==> src/rtl/fpu_pkg.sv <==
// fpu_pkg: types and defaults shared by the FPU, its decoder and fpu_issue_ctrl.
//   fpuop_t : 4-bit FPU operation encoding (FADD=0 .. FCVTSW=12, 13..15 undefined)
//   state_t : issue sequencer states
//   LAT_*_DEF : default fixed latencies, in cycles, per operation class
package fpu_pkg;

  typedef enum logic [3:0] {
    FADD   = 4'd0,
    FSUB   = 4'd1,
    FMUL   = 4'd2,
    FDIV   = 4'd3,
    FSQRT  = 4'd4,
    FSGNJ  = 4'd5,
    FSGNJN = 4'd6,
    FSGNJX = 4'd7,
    FEQ    = 4'd8,
    FLE    = 4'd9,
    FLT    = 4'd10,
    FCVTWS = 4'd11,
    FCVTSW = 4'd12
  } fpuop_t;

  typedef enum logic [1:0] {
    IDLE = 2'd0,
    EXEC = 2'd1,
    DONE = 2'd2
  } state_t;

  localparam int LAT_ADD_DEF  = 2;
  localparam int LAT_MUL_DEF  = 2;
  localparam int LAT_DIV_DEF  = 10;
  localparam int LAT_CVT_DEF  = 2;
  localparam int LAT_MISC_DEF = 1;

endpackage

==> src/rtl/fpu_rr_arb2.sv <==
// fpu_rr_arb2: two-way round-robin arbiter, purely combinational.
//   valid[1:0] in  : request lines
//   last       in  : index of the most recently granted requester
//   en         in  : arbitration allowed this cycle
//   grant[1:0] out : one-hot grant (all zero when !en or no request)
// A lone request always wins; on a tie the requester that did not win last time is chosen.
module fpu_rr_arb2 (
  input  logic [1:0] valid,
  input  logic       last,
  input  logic       en,
  output logic [1:0] grant
);

  always_comb begin
    grant = 2'b00;
    if (en) begin
      if (valid == 2'b11) begin
        grant = last ? 2'b01 : 2'b10;
      end else begin
        grant = valid;
      end
    end
  end

endmodule

==> src/rtl/fpu_issue_ctrl.sv <==
// fpu_issue_ctrl: shares one fixed-latency combinational FPU between two requesters
// (0: integer pipeline, 1: FP load/convert path), one operation in flight at a time.
//
// Ports
//   clk, rstn                     clock; rstn is a synchronous, active-HIGH reset
//   reqN_valid/ready/op/src0/src1 request channel N (N = 0, 1)
//   fpu_src0/src1/op, fpu_result  FPU operand/op drive and result return
//   out_valid/ready/result/tag    result channel, tag = requester index
//   busy                          an operation is being executed or returned
//   dbg_state                     current sequencer state (state_t encoding)
//   stall0_cnt, stall1_cnt        only with FPU_STALL_CNT_EN: cycles reqN waited
//
// Handshake: a transfer happens on a rising edge where valid && ready. reqN_ready is a
// combinational grant, only offered while idle; the requester must hold op/operands
// until it sees ready. out_valid stays high with result/tag stable until out_ready.
//
// Optional feature macro: FPU_STALL_CNT_EN (wrapping 32-bit stall counters per requester).
module fpu_issue_ctrl
  import fpu_pkg::*;
#(
  parameter int LAT_ADD  = LAT_ADD_DEF,
  parameter int LAT_MUL  = LAT_MUL_DEF,
  parameter int LAT_DIV  = LAT_DIV_DEF,
  parameter int LAT_CVT  = LAT_CVT_DEF,
  parameter int LAT_MISC = LAT_MISC_DEF
) (
  input  logic        clk,
  input  logic        rstn,
  input  logic        req0_valid,
  output logic        req0_ready,
  input  logic [3:0]  req0_op,
  input  logic [31:0] req0_src0,
  input  logic [31:0] req0_src1,
  input  logic        req1_valid,
  output logic        req1_ready,
  input  logic [3:0]  req1_op,
  input  logic [31:0] req1_src0,
  input  logic [31:0] req1_src1,
  output logic [31:0] fpu_src0,
  output logic [31:0] fpu_src1,
  output logic [3:0]  fpu_op,
  input  logic [31:0] fpu_result,
  output logic        out_valid,
  input  logic        out_ready,
  output logic [31:0] out_result,
  output logic        out_tag,
  output logic        busy,
`ifdef FPU_STALL_CNT_EN
  output logic [31:0] stall0_cnt,
  output logic [31:0] stall1_cnt,
`endif
  output logic [1:0]  dbg_state
);

  localparam int LAT_M0  = (LAT_ADD > LAT_MUL) ? LAT_ADD : LAT_MUL;
  localparam int LAT_M1  = (LAT_M0 > LAT_DIV) ? LAT_M0 : LAT_DIV;
  localparam int LAT_M2  = (LAT_M1 > LAT_CVT) ? LAT_M1 : LAT_CVT;
  localparam int LAT_MAX = (LAT_M2 > LAT_MISC) ? LAT_M2 : LAT_MISC;
  localparam int CNT_W   = $clog2(LAT_MAX) + 1;

  // Latency minus one: the counter reaches zero on the cycle the result is captured.
  // Anything outside the known classes (including undefined ops) falls back to LAT_MISC.
  function automatic logic [CNT_W-1:0] lat_m1(input logic [3:0] op);
    int lat;
    case (op)
      FADD, FSUB:     lat = LAT_ADD;
      FMUL:           lat = LAT_MUL;
      FDIV, FSQRT:    lat = LAT_DIV;
      FCVTWS, FCVTSW: lat = LAT_CVT;
      default:        lat = LAT_MISC;
    endcase
    return CNT_W'(lat - 1);
  endfunction

  state_t           state_q, state_d;
  logic [CNT_W-1:0] cnt_q, cnt_d;
  logic             rr_last_q, rr_last_d;
  logic [3:0]       op_q, op_d;
  logic [31:0]      src0_q, src0_d;
  logic [31:0]      src1_q, src1_d;
  logic             tag_q, tag_d;
  logic [31:0]      result_q, result_d;
  logic             out_valid_q, out_valid_d;
  logic             busy_q, busy_d;

  logic [1:0]       grant;
  logic [3:0]       sel_op;
  logic [31:0]      sel_src0;
  logic [31:0]      sel_src1;

  fpu_rr_arb2 u_arb (
    .valid ({req1_valid, req0_valid}),
    .last  (rr_last_q),
    .en    (state_q == IDLE),
    .grant (grant)
  );

  assign req0_ready = grant[0];
  assign req1_ready = grant[1];

  assign sel_op   = grant[1] ? req1_op   : req0_op;
  assign sel_src0 = grant[1] ? req1_src0 : req0_src0;
  assign sel_src1 = grant[1] ? req1_src1 : req0_src1;

  always_comb begin
    state_d     = state_q;
    cnt_d       = cnt_q;
    rr_last_d   = rr_last_q;
    op_d        = op_q;
    src0_d      = src0_q;
    src1_d      = src1_q;
    tag_d       = tag_q;
    result_d    = result_q;
    out_valid_d = out_valid_q;
    busy_d      = busy_q;
    case (state_q)
      IDLE: begin
        if (grant != 2'b00) begin
          op_d      = sel_op;
          src0_d    = sel_src0;
          src1_d    = sel_src1;
          tag_d     = grant[1];
          rr_last_d = grant[1];
          cnt_d     = lat_m1(sel_op);
          busy_d    = 1'b1;
          state_d   = EXEC;
        end
      end
      EXEC: begin
        // FPU inputs are held in op_q/src*_q for the whole wait.
        if (cnt_q != '0) begin
          cnt_d = cnt_q - CNT_W'(1);
        end else begin
          result_d    = fpu_result;
          out_valid_d = 1'b1;
          state_d     = DONE;
        end
      end
      DONE: begin
        if (out_ready) begin
          out_valid_d = 1'b0;
          busy_d      = 1'b0;
          state_d     = IDLE;
        end
      end
      default: begin
        out_valid_d = 1'b0;
        busy_d      = 1'b0;
        state_d     = IDLE;
      end
    endcase
  end

`ifdef FPU_STALL_CNT_EN
  logic [31:0] stall0_cnt_q, stall0_cnt_d;
  logic [31:0] stall1_cnt_q, stall1_cnt_d;

  always_comb begin
    stall0_cnt_d = stall0_cnt_q + {31'd0, req0_valid & ~grant[0]};
    stall1_cnt_d = stall1_cnt_q + {31'd0, req1_valid & ~grant[1]};
  end

  assign stall0_cnt = stall0_cnt_q;
  assign stall1_cnt = stall1_cnt_q;
`endif

  always_ff @(posedge clk) begin
    if (rstn) begin
      state_q     <= IDLE;
      cnt_q       <= '0;
      rr_last_q   <= 1'b1;  // requester 0 wins the first tie
      op_q        <= '0;
      src0_q      <= '0;
      src1_q      <= '0;
      tag_q       <= 1'b0;
      result_q    <= '0;
      out_valid_q <= 1'b0;
      busy_q      <= 1'b0;
`ifdef FPU_STALL_CNT_EN
      stall0_cnt_q <= '0;
      stall1_cnt_q <= '0;
`endif
    end else begin
      state_q     <= state_d;
      cnt_q       <= cnt_d;
      rr_last_q   <= rr_last_d;
      op_q        <= op_d;
      src0_q      <= src0_d;
      src1_q      <= src1_d;
      tag_q       <= tag_d;
      result_q    <= result_d;
      out_valid_q <= out_valid_d;
      busy_q      <= busy_d;
`ifdef FPU_STALL_CNT_EN
      stall0_cnt_q <= stall0_cnt_d;
      stall1_cnt_q <= stall1_cnt_d;
`endif
    end
  end

  assign fpu_op     = op_q;
  assign fpu_src0   = src0_q;
  assign fpu_src1   = src1_q;
  assign out_valid  = out_valid_q;
  assign out_result = result_q;
  assign out_tag    = tag_q;
  assign busy       = busy_q;
  assign dbg_state  = state_q;

endmodule

==> config.mk <==
export PLATFORM = sky130hd
export DESIGN_NAME = fpu_issue_ctrl
export DESIGN_NICKNAME = d
export VERILOG_FILES = /design/src/rtl/fpu_pkg.sv /design/src/rtl/fpu_rr_arb2.sv /design/src/rtl/fpu_issue_ctrl.sv
export SDC_FILE = /design/constraint.sdc
export NUM_CORES = 1
export LEC_CHECK = 0
export BUFFER_PORTS_ARGS = -buffer_cell sky130_fd_sc_hd__buf_2
export CORE_AREA = 2 2 109 111
export DETAILED_ROUTE_END_ITERATION = 10
export DIE_AREA = 0 0 111 113
export GPL_ROUTABILITY_DRIVEN = 1
export PLACE_DENSITY = 0.77
export SLEW_MARGIN = 20
export SYNTH_ARGS = -nofsm -noshare
export SYNTH_HDL_FRONTEND = slang
export SYNTH_HIERARCHICAL = 1
export SYNTH_SLANG_ARGS = --single-unit
==> constraint.sdc <==
create_clock -name clk -period 5.7 [get_ports clk]
set_input_delay 0.285 -clock clk [delete_from_list [all_inputs] [get_ports clk]]
set_output_delay 0.285 -clock clk [all_outputs]
set_load 0.01 [all_outputs]
* Word-level counts from Yosys, hierarchy flattened *
Cells that the tools add are included.
W data, S select, Z words.

cells by class
  reduce and logical (&&, ||, !) cells = 13
  shift-type cells = 0
  order comparisons = 0
  bitwise logic cells = 3
  multipliers = 0
  add/sub/neg operators = 2
  mux-type cells = 21
  divide/modulo/power cells = 0
  equal/unequal tests = 13

operator list
  operator               number
  $mux W32               2
  $mux W5                4
  $mux W2                6
  $reduce_and A3 Y1      4
  $pmux W5 S2            1
  $eq A4 B2 Y1 const B   2
  $eq A4 B4 Y1 const B   2
  $ne A2 B2 Y1 const B   4
  $pmux W4 S2            1
  $pmux W1 S3            2
  $pmux W2 S3            1
  $reduce_bool A5 Y1     1
  $reduce_or A5 Y1       1
  $sub A5 B1 Y5 const B  1
  $sub A5 B2 Y5 const B  1
  $eq A2 B2 Y1 const B   2
  $eq A4 B1 Y1 const B   1
  $eq A4 B3 Y1 const B   1
  $logic_not A4 Y1       1
  $mux W4                1
  $reduce_and A2 Y1      2
  $reduce_bool A2 Y1     2
  $mux W1                3
  $not A1 Y1             3
  3 further kinds        3

word-level totals
  bits of input ports = 173
  output and inout port bits = 107
  memory bits (writable) = 0
  flip-flop bits (word level) = 111
  bits in latches = 0
  word-level logic and storage cells = 62
  memories kept = 0
  memory bits (read-only) = 0

* Depth between registers and ports, before layout *
Gate-level depths: netlist of the first run.

  depth in word-level cells = 12
  mapped depth = 11

* By module *
Netlist of the first run, hierarchy kept.

modules (own cells, without submodules)
  module          area each (sq um)  cells an instance  times used  seq. area each (sq um)
  fpu_issue_ctrl  4640.7             512                1           2222.1
  fpu_rr_arb2     21.3               5                  1           0.0

* Worst setup path after synthesis of the first run *
Ideal clock, no wire load.

  kind = register to register
  start point = register state_q[0] (netlist: dbg_state[0])
  end point = register src1_q[10] (netlist: fpu_src1[10])
  data arrival time = 2.144 ns
  setup time = 0.138 ns
  setup slack = 3.419 ns
  buffers on the path = 4
  cell stages (with the launch flop) = 11
  required time = 5.562 ns
  path through = dfxtp_1 buf_2 nor2_1 nand2_1 a21oi_1 clkbuf_1 nor2_1 nor3_1 clkbuf_1 buf_1 a211oi_1

between the ends
  word-level cells in the longest chain between the ends = 4

ends and longest elaborated chain
  element                      line                   source
  start, declared              fpu_issue_ctrl.sv:75   state_t state_q, state_d;
  start signal, assigned       fpu_issue_ctrl.sv:184  state_q <= state_d;
  $logic_not A2 Y1 (*)         fpu_issue_ctrl.sv:94   .en (state_q == IDLE),
  $mux W2 (*)                  fpu_rr_arb2.sv:16      if (en) begin
  via req1_ready               fpu_issue_ctrl.sv:35   output logic req1_ready,
  $reduce_bool A2 Y1           fpu_issue_ctrl.sv:118  if (grant != 2'b00) begin
  $reduce_and A2 Y1 (no line)  n/a
  end signal, assigned         fpu_issue_ctrl.sv:189  src1_q <= src1_d;
  end, declared                fpu_issue_ctrl.sv:80   logic [31:0] src1_q, src1_d;

The timed path passes the listed nets; every way through them passes the cells marked *.
A chain may end at the register's enable or synchronous reset.

* Worst setup path in the final report of the first run *
  start point = register state_q[1] (netlist: dbg_state[1])
  end point = register cnt_q[0]

between the ends
  word-level cells in the longest chain between the ends = 11

ends and longest elaborated chain
  element                                                                line                                         source
  $logic_not A2 Y1                                                       fpu_issue_ctrl.sv:94, fpu_issue_ctrl.sv:116
  $mux W2                                                                fpu_rr_arb2.sv:16
  $mux W4                                                                fpu_issue_ctrl.sv:101                        assign sel_op = grant[1] ? req1_op : req0_op;
  $eq A4 B4 Y1 (tied with other cells)                                   fpu_issue_ctrl.sv:65                         case (op)
  $reduce_or A5 Y1 (no line) / $reduce_or A2 Y1 (equally long branches)  n/a
  $pmux W4 S2                                                            fpu_issue_ctrl.sv:65
  $mux W5                                                                fpu_issue_ctrl.sv:118
  $mux W5                                                                fpu_issue_ctrl.sv:116                        case (state_q)
  $sub A5 B2 Y5                                                          fpu_issue_ctrl.sv:72                         return CNT_W'(lat - 1);
  $mux W5                                                                fpu_issue_ctrl.sv:118
  $pmux W5 S2                                                            fpu_issue_ctrl.sv:116
  end signal, assigned                                                   fpu_issue_ctrl.sv:185                        cnt_q <= cnt_d;
  end, declared                                                          fpu_issue_ctrl.sv:76                         logic [CNT_W-1:0] cnt_q, cnt_d;

Parallel ways exist; a longest one is shown, timed or not. The select of a mux whose other input is x is not followed.

==> results.tsv, run 1 <==
metric	value	unit
Core Footprint	11300	um2
FILL cells	1087	
status	completed	
hold-fix buffer count after cts	0	
Fin Clk Skew	0.00474	ns
top sig layer	met4	
Die H	113	um
cell-internal power	2.11	mW
GPL Wtd Cong	0.782	
initial antenna violation count	0	
metal3 WL	1110	um
Post-Syn Area	4660	um2
Worst Setup End Kind	flop	
register area share after synthesis	47.7	%
fmax	0.332	GHz
IO Port Bufs	279	
Sw Pwr	1.40	mW
worst skew pair latency	0.34	ns
TritonCTS Buffers	9	
worst min path class	in -> reg	
Total GRT Usage	19.3	%
crit start category	flop	
clk slew on worst S/H paths	0.07	ns
layout cells sized above 1	39.5	%
Flop pwr share	36.2	%
cell count after synthesis	517	
Avg WL per Cell	13.7	um
Max Root-Sink Buffers	2	
switching part of the total power	39.9	%
Initial DRC Count	307	
H-Tree Depth	3	
Syn Nets	691	
Ys Warns	6	
max-slew violations	0	
layout net count	943	
final setup vio count	0	
Fin. Hold Viols	0	
min cycle time layout	3.01	ns
pwr dens	549	nW/um2
cell area after layout	6390	um2
r2r worst-path depth	8	
sequential cell area	2220	um2
synth unique cells	31	
Hold Path Sink	out_result[26]	
Die W	111	um
final WL	12500	um
Antenna Nets Post-Route	0	
top fanout value on the critical path	48	
Post-route DRC	0	
multi-input logic area	2210	um2
Fin Hold WS	0.178	ns
worst r2r src	dbg_state[1]	
vias in the first global route	4021	
placed instance area	6080	um2
cell depth of the worst hold path	3	
RSZ-0062 raised after global routing	no	
VDD IR max	0.265	mV
Rows	39	
flops & latches, synth	111	
Met1 Wirelength	5270	um
Starting Density	41.4	%
CTS Sinks	111	
gr ovfl total	0	
syn avg cell area	9.02	um2
Clock Tree Root	clkbuf_16	
first-pass GRT wire length	19700	um
Clk pwr share	17.8	%
Crit path required time	5.95	ns
Ports	280	
Crit path arrival time	3.27	ns
crit path kind	reg -> reg	
worst-margin pin slew	0.806	ns
drt first pass iters	4	
post-synth top area share	47.7	%
reg2reg end	cnt_q[0]	
Layout area overhead	37.1	%
diode count	0	
post-DP HPWL	9290	um
Via Count	4492	
Reg2Reg Setup Slack	2.69	ns
min-delay src	fpu_result[26]	
vias per cell	4.90	
maxcap violations	0	
period utilisation layout	52.9	%
leading area contributor after synthesis	dfxtp_1	
number of setup buffers added after CTS	0	
WL met2	6070	um
CTS tree	done	
Logic pwr share	46.0	%
Gates resized, CTS repair	0	
die footprint	12500	um2
max_slew headroom	46.2	%
Static Leakage	2.97	nW
setup TNS	0	ns
largest net degree at the start of global routing	89	
Synth area leaders	dfxtp_1 48%, mux2i_1 15%, a211oi_1 11%	
[power groups by stage]
stage	Clock [mW]	Sequential, mW	Combinational (mW)
final	0.624	1.27	1.62
after global routing	0.678	1.31	1.81
after CTS	0.643	1.27	1.63
after detailed placement	0	1.28	1.63
after global placement	0	1.28	1.60
after floorplan	0	1.41	0.977
[sequential cells by signal, indices dropped and copies added (netlist names)]
register / count
cnt_q: 5
out_result: 32
dbg_state: 2
fpu_src1: 32
fpu_src0: 32
fpu_op: 4
out_tag: 1
busy: 1
rr_last_q: 1
out_valid: 1
[how the worst max path moves through the flow]
| stage | end | cells past startpoint | start | slack, ns |
|---|---|---|---|---|
| 2_1_floorplan | fpu_src1[10] | 10 | dbg_state[0] | 3.42 |
| 4_1_cts | cnt_q[0] | 8 | dbg_state[1] | 2.64 |
| 6_report | cnt_q[0] | 8 | dbg_state[1] | 2.69 |
| 5_1_grt | cnt_q[0] | 8 | dbg_state[1] | 2.40 |
| 3_5_place_dp | cnt_q[0] | 8 | dbg_state[1] | 2.65 |
| 3_3_place_gp | cnt_q[0] | 8 | dbg_state[0] | 2.70 |
[final cells by class]
type,count,area share (%)
inverter,9,0.529
clock inverter,3,0.666
timing repair buffer,285,22.7
clock buffer,13,3.92
tap,143,2.80
multi-input combinational,353,34.6
sequential,111,34.8
[metal layers]
metal	track usage (%)	up-vias
li1	-	2329
met1	23.4	1984
met2	33.1	172
met3	6.64	7
met4	4.75	0
met5	0	-
[worst max-delay path, cell delays in order (launching register included)]
cell      delay [ns]
dfxtp_1         0.41
nor2_1          0.28
nand2_1         0.14
a21oi_4         0.13
buf_4           0.42
buf_4           0.70
mux2i_1         0.41
o21ai_0         0.15
a311oi_1        0.25
[layout by cell type (no fill, tap or decap), types with 2 or more instances in the layout]
master,instances
clkbuf_16,9
buf_4,6
nor2_1,78
a211oi_1,70
o21ai_0,3
nor3_1,4
a31oi_1,2
clkbuf_1,3
buf_2,278
o311a_1,2
nand2_1,70
a21oi_2,2
inv_1,9
nand2b_1,2
a21oi_1,34
dfxtp_1,111
mux2i_1,69
[cell families after synthesis]
group | synth area share [%]
AOI/OAI and AO/OA | 17.7
xor gates and xnor gates | 0.188
adders and majority gates | 0.268
buffers and inverters | 5.31
DFF | 47.7
muxes | 14.8
and+or+nand+nor | 14.0
[synth_stat cells]
cell	count
dfxtp_1	111
nor2_1	78
nand2_1	71
a211oi_1	70
mux2i_1	69
a21oi_1	35
clkbuf_1	24
buf_2	15
inv_1	9
nor3_1	5
buf_6	4
o21ai_0	3
a21oi_2	2
a31oi_1	2
nand2b_1	2
o311a_1	2
a2111o_1	1
a221o_1	1
a22oi_1	1
a311oi_1	1
buf_1	1
ha_1	1
nand3_1	1
nor2b_1	1
nor3_4	1
nor4b_2	1
o211ai_1	1
o21a_1	1
o32ai_1	1
or4b_4	1
xor2_1	1
[metrics by stage]
step	setup WS [ns]	utilization (%)	cells	total power, mW
floorplan	3.42	-	517	2.39
global placement	2.70	53.9	900	2.87
detailed placement	2.65	53.9	900	2.91
CTS	2.64	56.5	916	3.54
global route	2.40	56.7	917	3.80
finish	2.69	56.7	917	3.51
(Power assumes the default switching activity.)
==> run 2: changes to the inputs <==
--- a/config.mk
+++ b/config.mk
@@ -6,11 +6,10 @@
 export NUM_CORES = 1
 export LEC_CHECK = 0
 export BUFFER_PORTS_ARGS = -buffer_cell sky130_fd_sc_hd__buf_2
-export CORE_AREA = 2 2 109 111
+export CORE_UTILIZATION = 39
 export DETAILED_ROUTE_END_ITERATION = 10
-export DIE_AREA = 0 0 111 113
 export GPL_ROUTABILITY_DRIVEN = 1
-export PLACE_DENSITY = 0.77
+export PLACE_DENSITY = 0.76
 export SLEW_MARGIN = 20
 export SYNTH_ARGS = -nofsm -noshare
 export SYNTH_HDL_FRONTEND = slang
==> constraint.sdc (replaced) <==
create_clock -name clk -period 2.4 [get_ports clk]
set_input_delay 0.12 -clock clk [delete_from_list [all_inputs] [get_ports clk]]
set_output_delay 0.12 -clock clk [all_outputs]
set_load 0.01 [all_outputs]
==> run 2 against run 1 <==
The run now ends with DRC left. Sequential power up 140%. Global-route usage up 1.1 points. Clock power rose by 150%. Final area rose by 1.9%. Critical path type unchanged. Worst setup slack worse by 2.3 ns. Register-to-register slack got worse by 2.3 ns. Via count increased by 1.4%. First-iteration DRC count shrank 23%. Clock skew rose by 0.0074 ns.
==> results.tsv, run 2 (same netlist as run 1, synthesis figures left out) <==
metric	value	unit	change
status	complete, but fails checks		
violated checks	DRC		
Slowest cell on crit path	buf_12		
Core Footprint	11500	um2	+2.2%
Fin. Hold Viols	0		unchanged
diode count	0		unchanged
Antenna Nets Post-Route	0		unchanged
max-slew violations	0		unchanged
GPL Wtd Cong	0.781		about the same
clk slew on worst S/H paths	0.08	ns	about the same
total power draw	8.49	mW	+140%
Static Leakage	3.03	nW	+1.9%
post-DP HPWL	9540	um	+2.6%
TritonCTS Buffers	9		unchanged
Fin Clk Skew	0.0121	ns	+0.00737 ns
gr ovfl total	0		unchanged
commonest non-fill, non-tap cell in the layout	buf_2		
vias in the first global route	4241		+5.5%
Via Count	4555		+1.4%
Starting Density	40.5	%	-0.88 points
crit path buf inv count	1		-1
first-pass GRT wire length	20600	um	+4.4%
Initial DRC Count	235		-23%
setup TNS	0	ns	unchanged
pwr dens	1300	nW/um2	+140%
vias per cell	4.91		+0.31%
Clock Tree Root	clkbuf_16		
CP delay by family, top	simple AND/OR/NAND/NOR gates		
RSZ-0062 raised after global routing	no		
max_slew headroom	53.0	%	+6.8 points
maxcap violations	0		unchanged
fin util	56.5	%	-0.15 points
Max Root-Sink Buffers	2		unchanged
worst-margin pin slew	0.705	ns	-0.102 ns
drt first pass iters	7		+3
Worst Setup End Kind	flop		
Layout area overhead	39.7	%	
CTS tree	done		
most frequent cells in the layout	278 x buf_2, 111 x dfxtp_1, 78 x nor2_1		
Rows	39		unchanged
Cell Chain, Critical Path	nor2_1 -> nand2_1 -> a21oi_4 -> nor2_1 -> nor3_2 -> buf_12 -> nor2_1 -> a211oi_1		
sequential cell area	2220	um2	unchanged
crit start category	flop		
slowest stage delay, CP	0.38	ns	-0.32 ns
min cycle time layout	2.04	ns	-0.971 ns
initial antenna violation count	0		unchanged
multi-input logic area	2210	um2	-0.11%
Ports	280		unchanged
final setup vio count	0		unchanged
H-Tree Depth	3		unchanged
worst min path class	in -> reg		
final WL	12800	um	+2.3%
layout cells sized above 1	40.2	%	+0.64 points
VDD IR max	0.667	mV	+150%
Top cell by count, worst path	nor2_1		
worst skew pair latency	0.34	ns	about the same
CTS Sinks	111		unchanged
Post-route DRC	38		+38
Total GRT Usage	20.4	%	+1.1 points
fmax	0.489	GHz	+48%
number of setup buffers added after CTS	0		unchanged
crit path kind	reg -> reg		
period utilisation layout	85.1	%	+32 points
Crit path arrival time	2.30	ns	-0.97 ns
Crit path required time	2.66	ns	-3.29 ns
top fanout value on the critical path	106		+120%
FILL cells	1085		-0.18%
Die W	111	um	+0.30%
Avg WL per Cell	13.9	um	+1.2%
layout net count	953		+1.1%
Die H	111	um	-1.5%
largest net degree at the start of global routing	107		+20%
die footprint	12400	um2	-1.2%
IO Port Bufs	279		unchanged
run 2: layer usage:
| layer | routed length [um] | part of all wire, % | up-vias | track usage (%) |
|---|---|---|---|---|
| met5 | 0 | 0 | - | 0 |
| li1 | - | - | 2345 | - |
| met2 | 6120 | 48 | 186 | 34.5 |
| met1 | 5440 | 42 | 2012 | 25.0 |
| met3 | 1140 | 8.9 | 12 | 5.93 |
| met4 | 142 | 1.1 | 0 | 6.49 |
run 2: tightest hold or removal path, stage by stage:
cell	delay, ns
buf_2	0.09
nand2_1	0.04
a21oi_1	0.05
run 2: power breakdown:
part | internal [mW] | switching, mW | total [mW]
Clock | 0.822 | 0.708 | 1.53
Combinational | 1.66 | 2.31 | 3.97
Sequential | 2.61 | 0.388 | 2.99
Total | 5.08 | 3.41 | 8.49
run 2: path summary, 6_finish.rpt:
| path | start | endpoint | slack, ns | depth (start not counted) |
|---|---|---|---|---|
| setup / recovery | dbg_state[1] | fpu_src1[28] | 0.36 | 8 |
| hold / removal | fpu_result[22] | out_result[22] | 0.01 | 3 |
| setup reg to reg | dbg_state[1] | fpu_src1[28] | 0.36 | 8 |
| hold reg to reg | out_result[17] | out_result[17] | 0.45 | 2 |
run 2: cell type report:
class | instances | area share (%)
Timing Repair Buffer | 295 | 24.0
Clock inverter | 7 | 1.21
Inverter | 9 | 0.519
Multi-Input combinational cell | 353 | 33.9
Tap cell | 143 | 2.75
Sequential cell | 111 | 34.1
Clock buffer | 9 | 3.46
run 2: metrics by stage:
step	setup WS, ns	hold WS [ns]	std cells	area [um2]
global placement	0.422	0.365	908	6180
detailed placement	0.342	0.368	908	6180
global route	0.133	0.0114	927	6510
CTS	0.323	0.0000372	927	6510
finish	0.357	0.0147	927	6510
floorplan	0.119	0.256	517	4660
run 2: repair_timing:
| item | in CTS | in global routing |
|---|---|---|
| hold buffers | 3 | 0 |
| endpoints found under the setup margin | 0 | 0 |
| gates resized for setup | 0 | 0 |
| endpoints found under the hold margin | 3 | 0 |
